File: src/rtl/reg_wb_arbiter.sv
// Write-back arbiter: two requesters share the register file's single write port.
// A has fixed priority; B wins after STARVE_LIMIT consecutive denied cycles.
module reg_wb_arbiter #(
    parameter int STARVE_LIMIT = 3,
    parameter bit DROP_ZERO    = 1,
    parameter int CNT_W        = 16
) (
    input  logic             SYS_clk,
    input  logic             SYS_reset,
    input  logic             WB_stall,
    input  logic             A_valid,
    input  logic [4:0]       A_addr,
    input  logic [31:0]      A_data,
    output logic             A_ready,
    input  logic             B_valid,
    input  logic [4:0]       B_addr,
    input  logic [31:0]      B_data,
    output logic             B_ready,
    output logic             REG_write_1,
    output logic [4:0]       REG_address_wr,
    output logic [31:0]      REG_data_wb_in1,
    output logic [CNT_W-1:0] WB_conflict_cnt
);
    localparam logic [3:0]       LIMIT   = 4'(STARVE_LIMIT);
    localparam logic [CNT_W-1:0] CNT_MAX = '1;

    logic [3:0]  starve_cnt;
    logic        grant_any;
    logic [4:0]  sel_addr;
    logic [31:0] sel_data;

    always_comb begin
        A_ready = 1'b0;
        B_ready = 1'b0;
        if (!WB_stall) begin
            if (B_valid && (starve_cnt == LIMIT || !A_valid))
                B_ready = 1'b1;
            else if (A_valid)
                A_ready = 1'b1;
        end
    end

    assign grant_any = A_ready | B_ready;
    assign sel_addr  = B_ready ? B_addr : A_addr;
    assign sel_data  = B_ready ? B_data : A_data;

    // Counts cycles B has been waiting, stall cycles included.
    always_ff @(posedge SYS_clk or posedge SYS_reset) begin
        if (SYS_reset)
            starve_cnt <= 4'd0;
        else if (B_ready || !B_valid)
            starve_cnt <= 4'd0;
        else if (starve_cnt != LIMIT)
            starve_cnt <= starve_cnt + 4'd1;
    end

    always_ff @(posedge SYS_clk or posedge SYS_reset) begin
        if (SYS_reset) begin
            REG_write_1     <= 1'b0;
            REG_address_wr  <= 5'd0;
            REG_data_wb_in1 <= 32'd0;
        end else if (grant_any) begin
            REG_write_1     <= !(DROP_ZERO && sel_addr == 5'd0);
            REG_address_wr  <= sel_addr;
            REG_data_wb_in1 <= sel_data;
        end else begin
            REG_write_1     <= 1'b0;
        end
    end

    always_ff @(posedge SYS_clk or posedge SYS_reset) begin
        if (SYS_reset)
            WB_conflict_cnt <= '0;
        else if (A_valid && B_valid && WB_conflict_cnt != CNT_MAX)
            WB_conflict_cnt <= WB_conflict_cnt + 1'b1;
    end
endmodule

File: config.mk
export PLATFORM = sky130hd
export DESIGN_NAME = reg_wb_arbiter
export DESIGN_NICKNAME = d
export VERILOG_FILES = /design/src/rtl/reg_wb_arbiter.sv
export SDC_FILE = /design/constraint.sdc
export NUM_CORES = 1
export LEC_CHECK = 0
export CORE_UTILIZATION = 44
export DETAILED_ROUTE_END_ITERATION = 10
export GPL_ROUTABILITY_DRIVEN = 0
export PLACE_DENSITY = 0.86
export SLEW_MARGIN = 10
export SYNTH_ARGS = -nofsm -noshare
export SYNTH_HDL_FRONTEND = slang
export SYNTH_SLANG_ARGS = --single-unit
File: constraint.sdc
create_clock -name SYS_clk -period 5.6 [get_ports SYS_clk]
set_input_delay 0.84 -clock SYS_clk [delete_from_list [all_inputs] [get_ports SYS_clk]]
set_output_delay 0.84 -clock SYS_clk [all_outputs]
set_load 0.1 [all_outputs]
* Yosys cells after proc, flatten, opt, wreduce, memory -nomap -nowiden
Index checks and enable logic that the tools add are counted.
** Storage, ports and cells
- Register bits :: 58
- Input port bits :: 79
- Output and inout bits :: 56
- Logic and storage cells :: 31
** Cells by class
- Add/subtract/negate cells :: 2
- Equality and inequality tests :: 3
- Mux-type cells :: 10
- Bitwise operators :: 1
- Reductions and logical operators :: 10
** Operators by type and width (number)
- $mux W32 :: 1
- $add A16 B1 Y16 const B :: 1
- $ne A16 B16 Y1 const B :: 1
- $mux W4 :: 2
- $mux W1 :: 6
- $logic_not A5 Y1 :: 1
- $mux W5 :: 1
- $add A4 B1 Y4 const B :: 1
- $eq A4 B2 Y1 const B :: 1
- $ne A4 B2 Y1 const B :: 1
- $logic_and A1 B1 Y1 :: 3
- $logic_not A1 Y1 :: 3
- $logic_or A1 B1 Y1 :: 2
- $reduce_bool A2 Y1 :: 1
- $or A1 B1 Y1 :: 1

* Depth between registers and ports, before layout
Gate-level depths: netlist (run 1).
- Depth after elaboration :: 9
- Depth in mapped cells :: 8
- Depth with buffers taken out :: 5

* Least setup slack after synthesis (run 1)
Ideal clock, no wire load.
- Path type :: reg2out
- Start point :: register starve_cnt[0]
- End point :: output port B_ready
- Arrival :: 2.190 ns
- Data required time :: 4.760 ns
- Path slack :: 2.570 ns
- Stages on the path, launching flop included :: 8
- Path buffers :: 3
- Path through :: dfrtp_1 -> ha_1 -> or3b_1 -> buf_2 -> a211o_1 -> buf_6 -> buf_4 -> inv_1
** Between the ends
- Word-level cells in the longest chain between the ends :: 5
** RTL lines
- start: declaration :: line 27 : logic [3:0] starve_cnt;
- start signal: assignment :: line 54 : starve_cnt <= starve_cnt + 4'd1;
- $eq A4 B2 Y1 :: line 36 : if (B_valid && (starve_cnt == LIMIT || !A_valid))
- $logic_or A1 B1 Y1 :: line 36
- $logic_and A1 B1 Y1 :: line 36
- $mux W1 :: line 36
- $mux W1 :: line 35 : if (!WB_stall) begin
- end: declaration :: line 18 : output logic B_ready,
Every way passes these cells.

* Worst setup path after layout (run 1)
Same ends and word-level chain as after synthesis.

==> flow_summary.yaml, run 1 <==
synth:
  synth_cell_type_count: 31
  synth_area_leaders: "dfrtp_1 52%, o22ai_2 13%, nor2_1 10%"
  ys_seq_elements: 58
  avgSynthCellArea_um2: 10.6
  synth_top_area_cell: "dfrtp_1"
  syn-cell-area_um2: 2770
  syn_inst: 262
  ys.flop_type: "dfrtp_1"
  syn-num-nets: 343
  synth_top_cell_area_share_pct: 52.3
  ys_async_sr_fraction_pct: 100
  synth-edff-count: 0
  synthTopCellsByCount: "76 x nor2_1, 58 x dfrtp_1, 28 x o22ai_2"
  synth_most_common_cell: "nor2_1"
  yosys_warnings: 0
  synth_seq_area_share_pct: 52.3
clocking:
  ctsHoldBuffers: 0
  clk_path_buf_depth: 2
  cts_tree: "yes"
  cts_resized: 0
  clk_pin_slew_ps: 60
  cts_buffers: 9
  clk_latency_ps: 320
  root_buffer: "clkbuf_8"
  cts_sinks: 58
  cts_max_level: 3
  post_cts_buffers: 0
pwr:
  power_mw: 1.63
  p_leak_nw: 1.80
  irDropWorstVdd_mv: 0.401
  power_density_nw_per_um2: 377
floorplanning:
  core_um2: 5990
  start_util_pct: 46.3
  die_h_um: 81.4
  die_x_um: 81.4
  io_pins: 135
  dieArea_um2: 6630
  rows: 28
global_routing:
  track_usage_pct: 21.4
  grt_pass1_vias: 2365
  grt_max_degree: 59
  grt_overflow: 0
  grt_pass1_wl_um: 10600
  antenna_found_initial: 0
routing:
  drt_iter0_markers: 60
  drtPass1Iterations: 4
  antenna_left: 0
  route.final.wire_length_um: 7000
  viasPerCell: 5.17
  wire_per_inst_um: 14.7
  drc_errors: 0
  via_count: 2464
job:
  cap_violations: 0
critical_path:
  critical_path_required_ps: 4760
  crit_type: "reg -> out"
  timing.critical_path.fanout_max: 4
  cp-end-kind: "output port"
  start_kind: "flop"
  arrival_ps: 3000
sta:
  setup_ws_ps: 1760
  hold_viol: 0
  finalSetupTns_ps: 0
  maxSlewHeadroom_pct: 32.7
  grt_setup_unrepaired: "false"
  fin_crit_ps: 3840
  tightest_slew_ps: 1010
  hold_ws_ps: 492
  maxSlewViolCount: 0
  clock_skew_ps: 5.48
  fin_crit_sh_pct: 68.6
  fmax_mhz: 260
  setup_viol: 0
placement:
  portBuffers: 134
  dpl_cell_area_um2: 4150
  place_ws_ps: 1800
  place.detailed.hpwl_um: 5020
  placed_cells: 462
layout:
  num_antenna_cells: 0
  nNetsFinal: 479
  fin_area_um2: 4320
  drive_above_1_share_pct: 12.7
  post-route-util_pct: 72.2
  syn_to_final_growth_pct: 55.9
  layout.cells.non_filler: 477
status:
  outcome: "completed"
worst_hold_path:
  min_path_type: "reg -> reg"
-- state kept, by name, indices dropped and copies added (netlist names) --
| signal | cells |
|---|---|
| REG_write_1 | 1 |
| REG_data_wb_in1 | 32 |
| REG_address_wr | 5 |
| starve_cnt | 4 |
| WB_conflict_cnt | 16 |
-- where the power goes --
part | switching (mW) | internal [mW]
registers | 0.0588 | 0.480
logic | 0.559 | 0.201
clock network | 0.150 | 0.180
total | 0.767 | 0.861
-- worst max-delay path: stages (launching register included) --
cell and delay (ps):
dfrtp_1 400, ha_1 200, or3b_1 480, a211o_2 390, inv_1 80, clkdlybuf4s50_1 1130
-- routing by layer --
layer / global-route usage (%) / up-vias / wire length (um)
li1: - / 1181 / -
met1: 25.8 / 1164 / 2920
met4: 9.11 / 0 / 87
met3: 4.04 / 10 / 566
met5: 0 / - / 0
met2: 37.0 / 109 / 3420
-- layout by cell type (no fill, tap or decap), types with 3 or more instances in the layout --
| cell type | synthesis | final |
|---|---|---|
| a21oi_1 | 6 | 5 |
| and4_1 | 3 | 3 |
| buf_4 | 2 | 4 |
| clkbuf_8 | 0 | 11 |
| clkdlybuf4s50_1 | 0 | 134 |
| clkinv_2 | 0 | 3 |
| dfrtp_1 | 58 | 58 |
| inv_1 | 5 | 4 |
| mux2i_1 | 6 | 6 |
| nand2_1 | 14 | 14 |
| nand3_1 | 3 | 3 |
| nand4_1 | 7 | 7 |
| nor2_1 | 76 | 76 |
| nor3_1 | 4 | 4 |
| o22ai_1 | 5 | 5 |
| o22ai_2 | 28 | 28 |
| xnor2_1 | 9 | 9 |
| xor2_1 | 8 | 8 |
-- logic make-up after synthesis --
group           count (synthesis)  share of synthesized area, %
compound gates                 45                          16.7
xor+xnor                       17                          5.37
fa+ha+maj                       2                         0.902
buf+inv                        18                          4.19
flops                          58                          52.3
mux                             7                          2.57
simple gates                  115                          18.0
-- cell type report --
cell class / instances / area, um2
flip-flops and latches: 58 / 1450
inverters: 5 / 18.8
repair buffers: 138 / 1370
clock buffers: 12 / 155
fillers: 467 / 1670
multi-input cells: 186 / 1220
clock inverters: 3 / 15.0
well taps: 75 / 93.8
-- path summary, 6_finish.rpt --
path | start | to | slack, ps | cells past startpoint
worst max-delay path | starve_cnt[0]$_DFFE_PP0P_ | B_ready | 1760 | 5
worst min-delay path | REG_data_wb_in1[0]$_DFFE_PP0P_ | REG_data_wb_in1[0]$_DFFE_PP0P_ | 490 | 2
worst max register to register | starve_cnt[0]$_DFFE_PP0P_ | REG_address_wr[1]$_DFFE_PP0P_ | 3350 | 6
worst min register to register | REG_data_wb_in1[0]$_DFFE_PP0P_ | REG_data_wb_in1[0]$_DFFE_PP0P_ | 490 | 2
max in group asynchronous | SYS_reset | WB_conflict_cnt[1]$_DFFE_PP0P_ | 4070 | 3
min in group asynchronous | SYS_reset | REG_address_wr[1]$_DFFE_PP0P_ | 1030 | 3
Power figures use the tool's default switching activity.
==> inputs of run 2 (changes only) <==
--- a/config.mk
+++ b/config.mk
@@ -5,10 +5,10 @@
 export SDC_FILE = /design/constraint.sdc
 export NUM_CORES = 1
 export LEC_CHECK = 0
-export CORE_UTILIZATION = 44
+export CORE_UTILIZATION = 37
 export DETAILED_ROUTE_END_ITERATION = 10
 export GPL_ROUTABILITY_DRIVEN = 0
-export PLACE_DENSITY = 0.86
+export PLACE_DENSITY = 0.77
 export SLEW_MARGIN = 10
 export SYNTH_ARGS = -nofsm -noshare
 export SYNTH_HDL_FRONTEND = slang
==> constraint.sdc (replaced) <==
create_clock -name SYS_clk -period 3.5 [get_ports SYS_clk]
set_input_delay 0.525 -clock SYS_clk [delete_from_list [all_inputs] [get_ports SYS_clk]]
set_output_delay 0.525 -clock SYS_clk [all_outputs]
set_load 0.1 [all_outputs]
==> run 2 against run 1 <==
  * Die area up 18%
  * Worst hold slack better by 2.6 ps
  * Flip-flop and latch count did not move
  * Clock power up 90%
  * Combinational power rose by 61%
  * Final area is 1.7% higher
  * Critical path depth is the same
  * Via count increased by 0.37%
  * Wire length up 6.3%
  * Register-to-register slack lost 2300 ps
  * Critical endpoint unchanged
  * Largest cell class unchanged
==> flow_summary.yaml, run 2 (synthesis results as in run 1) <==
pwr:
  irDropWorstVdd_mv: 0.520
  power_density_nw_per_um2: 615
  p_leak_nw: 1.82
layout:
  drive_above_1_share_pct: 13.4
  syn_to_final_growth_pct: 58.5
  regMostFlops: "REG_data_wb_in1"
  num_antenna_cells: 0
  layout.cells.non_filler: 502
  largest_register_ffs: 32
  layout.cells.most_common: "clkdlybuf4s50_1"
  post-route-util_pct: 60.6
  largest_registers: "REG_data_wb_in1 x32, WB_conflict_cnt x16, REG_address_wr x5"
  nNetsFinal: 479
  final_cell_mix: "132 x clkdlybuf4s50_1, 76 x nor2_1, 58 x dfrtp_1"
sta:
  setup_viol: 0
  fmax_mhz: 345
  finalSetupTns_ps: 0
  fin_crit_ps: 2900
  clock_skew_ps: 10.3
  fin_crit_sh_pct: 82.7
  grt_setup_unrepaired: "false"
  maxSlewViolCount: 0
  setup_ws_ps: 604
  maxSlewHeadroom_pct: 33.7
  tightest_slew_ps: 991
  hold_viol: 0
placement:
  place_ws_ps: 946
  portBuffers: 134
  placed_cells: 486
  place.detailed.hpwl_um: 5360
routing:
  drt_iter0_markers: 65
  antenna_left: 0
  wl_met3_um: 759
  top_layer: "met4"
  wl_met2_um: 3600
  viasPerCell: 4.93
  via_count: 2473
  wl_met1_um: 2970
  route.final.wire_length_um: 7440
  wire_per_inst_um: 14.8
  drtPass1Iterations: 4
  drc_errors: 0
floorplanning:
  core_um2: 7250
  start_util_pct: 38.2
  io_pins: 135
  die_x_um: 88.6
  dieArea_um2: 7850
  die_h_um: 88.6
  rows: 31
clocking:
  cts_tree: "yes"
  post_cts_buffers: 0
  clk_pin_slew_ps: 70
  cts_resized: 0
  cts_buffers: 9
  clk_latency_ps: 330
  root_buffer: "clkbuf_8"
  ctsHoldBuffers: 0
  cts_max_level: 3
  cts_sinks: 58
  clk_path_buf_depth: 2
global_routing:
  grt_pass1_wl_um: 11200
  track_usage_pct: 19.2
  grt_overflow: 0
  grt_max_degree: 59
  grt_pass1_vias: 2408
  antenna_found_initial: 0
status:
  outcome: "completed"
critical_path:
  critPathMaxStageDelay_ps: 610
  critical_path_required_ps: 2970
  crit_buf_inv: 2
  arrival_ps: 2370
  crit_family: "compound AO/OA/AOI/OAI gates"
  cp_slowest_cell: "a211o_2"
  start_kind: "flop"
  cp-end-kind: "output port"
  critical_path.cell_chain: "ha_1 > or3b_1 > a211o_2 > inv_1 > buf_12"
  timing.critical_path.fanout_max: 22
  crit_type: "reg -> out"
worst_hold_path:
  min_path_type: "reg -> reg"
job:
  cap_violations: 0
## run 2: cell types whose count changed in the layout (fill, tap and decap cells not counted), sizes merged
cell	before	now
clkinvlp	0	2
clkdlybuf4s50	134	132
buf	4	6
clkinv	3	1
bufinv	0	1
## run 2: worst paths after layout
check                                                     start                               to  slack, ps  cells after the start
worst max register to register        starve_cnt[1]$_DFFE_PP0P_  REG_data_wb_in1[26]$_DFFE_PP0P_       1090                      6
worst min register to register  REG_data_wb_in1[24]$_DFFE_PP0P_  REG_data_wb_in1[24]$_DFFE_PP0P_        500                      2
min in group asynchronous                             SYS_reset   WB_conflict_cnt[9]$_DFFE_PP0P_        720                      3
worst min-delay path            REG_data_wb_in1[24]$_DFFE_PP0P_  REG_data_wb_in1[24]$_DFFE_PP0P_        500                      2
worst max-delay path                  starve_cnt[1]$_DFFE_PP0P_                          B_ready        600                      5
max in group asynchronous                             SYS_reset   REG_data_wb_in1[3]$_DFFE_PP0P_       2290                      3
## run 2: where the power goes
| part | total (mW) | internal (mW) | switching (mW) |
|---|---|---|---|
| Clock | 0.627 | 0.366 | 0.261 |
| Combinational | 1.22 | 0.322 | 0.897 |
| Sequential | 0.857 | 0.768 | 0.0886 |
| Total | 2.70 | 1.46 | 1.25 |
## run 2: worst min-delay path, cell delays in order (launching register included)
cell	delay, ps
dfrtp_1	340
nor2_1	50
nor2_1	70
## run 2: through the flow
step           area [um2]  total power [mW]  hold slack (ps)
2_1_floorplan        2770              1.73              513
3_3_place_gp         4190              2.07              477
3_5_place_dp         4190              2.09              490
4_1_cts              4400              2.73              504
5_1_grt              4400              2.81              522
6_report             4400              2.70              495
## run 2: per-layer routing
metal,vias to the layer above,GRT usage (%)
met1,1178,22.1
met5,-,0
met2,100,32.7
met4,0,8.21
met3,10,6.25
li1,1185,-
## run 2: area by class of cell
cell class                 instances  area, um2
inverter                           5       18.8
sequential                        58       1450
fill                             617       2860
clock inverter                     4       50.0
multi-input combinational        186       1220
timing repair buffer             138       1380
tap                               99        124
clock buffer                      12        155
==> inputs of run 3 (changes only) <==
==> constraint.sdc (replaced) <==
create_clock -name SYS_clk -period 2.6 [get_ports SYS_clk]
set_input_delay 0.39 -clock SYS_clk [delete_from_list [all_inputs] [get_ports SYS_clk]]
set_output_delay 0.39 -clock SYS_clk [all_outputs]
set_load 0.1 [all_outputs]
==> run 3 against run 2 <==
  * Flip-flop and latch count unchanged
  * Final area is 0.65% lower
  * Largest power group unchanged
  * Worst setup slack got worse by 440 ps
  * Register-to-register slack got worse by 550 ps
  * Critical path type unchanged
==> flow_summary.yaml, run 3 (synthesis results as in run 1) <==
critical_path:
  timing.critical_path.fanout_max: 4
  cp-startpoint: "starve_cnt[0]$_DFFE_PP0P_"
  critical_path_required_ps: 2210
  reg2reg_from: "starve_cnt[0]$_DFFE_PP0P_"
  cp-end-kind: "output port"
  crit_type: "reg -> out"
  arrival_ps: 2040
  start_kind: "flop"
worst_hold_path:
  min_path_type: "in -> async"
layout:
  layout.cells.most_common: "clkdlybuf4s50_1"
  largest_register_ffs: 32
  drive_above_1_share_pct: 27.6
  syn_to_final_growth_pct: 57.5
  num_antenna_cells: 0
  largest_registers: "REG_data_wb_in1 x32, WB_conflict_cnt x16, REG_address_wr x5"
  regMostFlops: "REG_data_wb_in1"
  final_cell_mix: "78 x clkdlybuf4s50_1, 76 x nor2_1, 59 x buf_4"
  fill_cells: 629
  nNetsFinal: 482
placement:
  place_ws_ps: 485
  place.detailed.hpwl_um: 5300
  portBuffers: 134
routing:
  viasPerCell: 4.86
  drt_iter0_markers: 45
  route.final.wire_length_um: 7260
  antenna_left: 0
  drc_errors: 0
  drtPass1Iterations: 4
  wire_per_inst_um: 14.4
  via_count: 2452
clocking:
  clk_path_buf_depth: 2
  clk_latency_ps: 320
  cts_max_level: 3
  root_buffer: "clkbuf_8"
  cts_resized: 0
  cts_sinks: 58
  clk_pin_slew_ps: 70
  post_cts_buffers: 0
  cts_tree: "yes"
  ctsHoldBuffers: 0
  cts_buffers: 9
status:
  outcome: "completed"
sta:
  hold_viol: 0
  fmax_mhz: 411
  setup_ws_ps: 169
  setup_viol: 0
  maxSlewHeadroom_pct: 56.1
  clock_skew_ps: 11.3
  hold_ws_ps: 487
  finalSetupTns_ps: 0
  tightest_slew_ps: 657
  maxSlewViolCount: 0
  grt_setup_unrepaired: "false"
  fin_crit_sh_pct: 93.5
  fin_crit_ps: 2430
floorplanning:
  core_um2: 7250
  die_h_um: 88.6
  io_pins: 135
  start_util_pct: 38.2
  dieArea_um2: 7850
  rows: 31
  die_x_um: 88.6
pwr:
  p_leak_nw: 1.93
  irDropWorstVdd_mv: 0.917
  power_density_nw_per_um2: 869
global_routing:
  grt_pass1_vias: 2355
  grt_pass1_wl_um: 11000
  antenna_found_initial: 0
  grt_max_degree: 39
  track_usage_pct: 18.5
  grt_overflow: 0
job:
  cap_violations: 0
## run 3: cell types whose count changed in the layout (fill, tap and decap cells not counted), moves of 2 or more
cell / delta
bufinv_16: +2
buf_4: +54
buf_12: +3
clkdlybuf4s50_1: -54
clkinvlp_4: -2
## run 3: per-layer routing
layer	part of all wire [%]	wire, um	track usage (%)	vias to the layer above
met2	48	3450	31.7	97
met5	0	0	0	-
met3	7.6	549	4.38	7
li1	-	-	-	1188
met1	44	3190	22.8	1160
met4	0.94	68	6.74	0
## run 3: through the flow
| step | cell area, um2 | power, mW | utilization [%] | cells |
|---|---|---|---|---|
| finish | 4370 | 3.80 | 60.2 | 505 |
| global route | 4370 | 3.95 | 60.2 | 505 |
| CTS | 4370 | 3.83 | 60.2 | 505 |
| detailed placement | 4120 | 2.78 | 56.8 | 489 |
| global placement | 4120 | 2.76 | 56.8 | 489 |
| floorplan | 2770 | 2.33 | - | 262 |
## run 3: area by class of cell
class | instances | area [um2] | share of cell area [%]
Sequential cell | 58 | 1450 | 33.2
Timing Repair Buffer | 141 | 1300 | 29.8
Multi-Input combinational cell | 186 | 1220 | 27.9
Clock buffer | 11 | 151 | 3.47
Tap cell | 99 | 124 | 2.84
Clock inverter | 5 | 100 | 2.29
Inverter | 5 | 18.8 | 0.430
## run 3: worst paths after layout
path	endpoint	slack, ps	cells after the start
min in group SYS_clk	REG_data_wb_in1[31]$_DFFE_PP0P_	500	2
setup reg to reg	REG_data_wb_in1[25]$_DFFE_PP0P_	540	6
max in group asynchronous	starve_cnt[0]$_DFFE_PP0P_	1520	3
hold reg to reg	REG_data_wb_in1[31]$_DFFE_PP0P_	500	2
hold / removal	REG_address_wr[2]$_DFFE_PP0P_	490	2
setup / recovery	B_ready	170	5
## run 3: critical path, stage by stage (launching register included)
cell and delay (ps):
dfrtp_1 380, ha_1 190, or3b_1 480, a211o_2 390, inv_1 100, buf_12 180
## run 3: where the power goes
group	internal, mW	switching, mW	leakage (nW)
Clock	0.686	0.354	0.129
Sequential	1.03	0.127	0.683
Combinational	0.397	1.20	1.11
Total	2.12	1.68	1.93
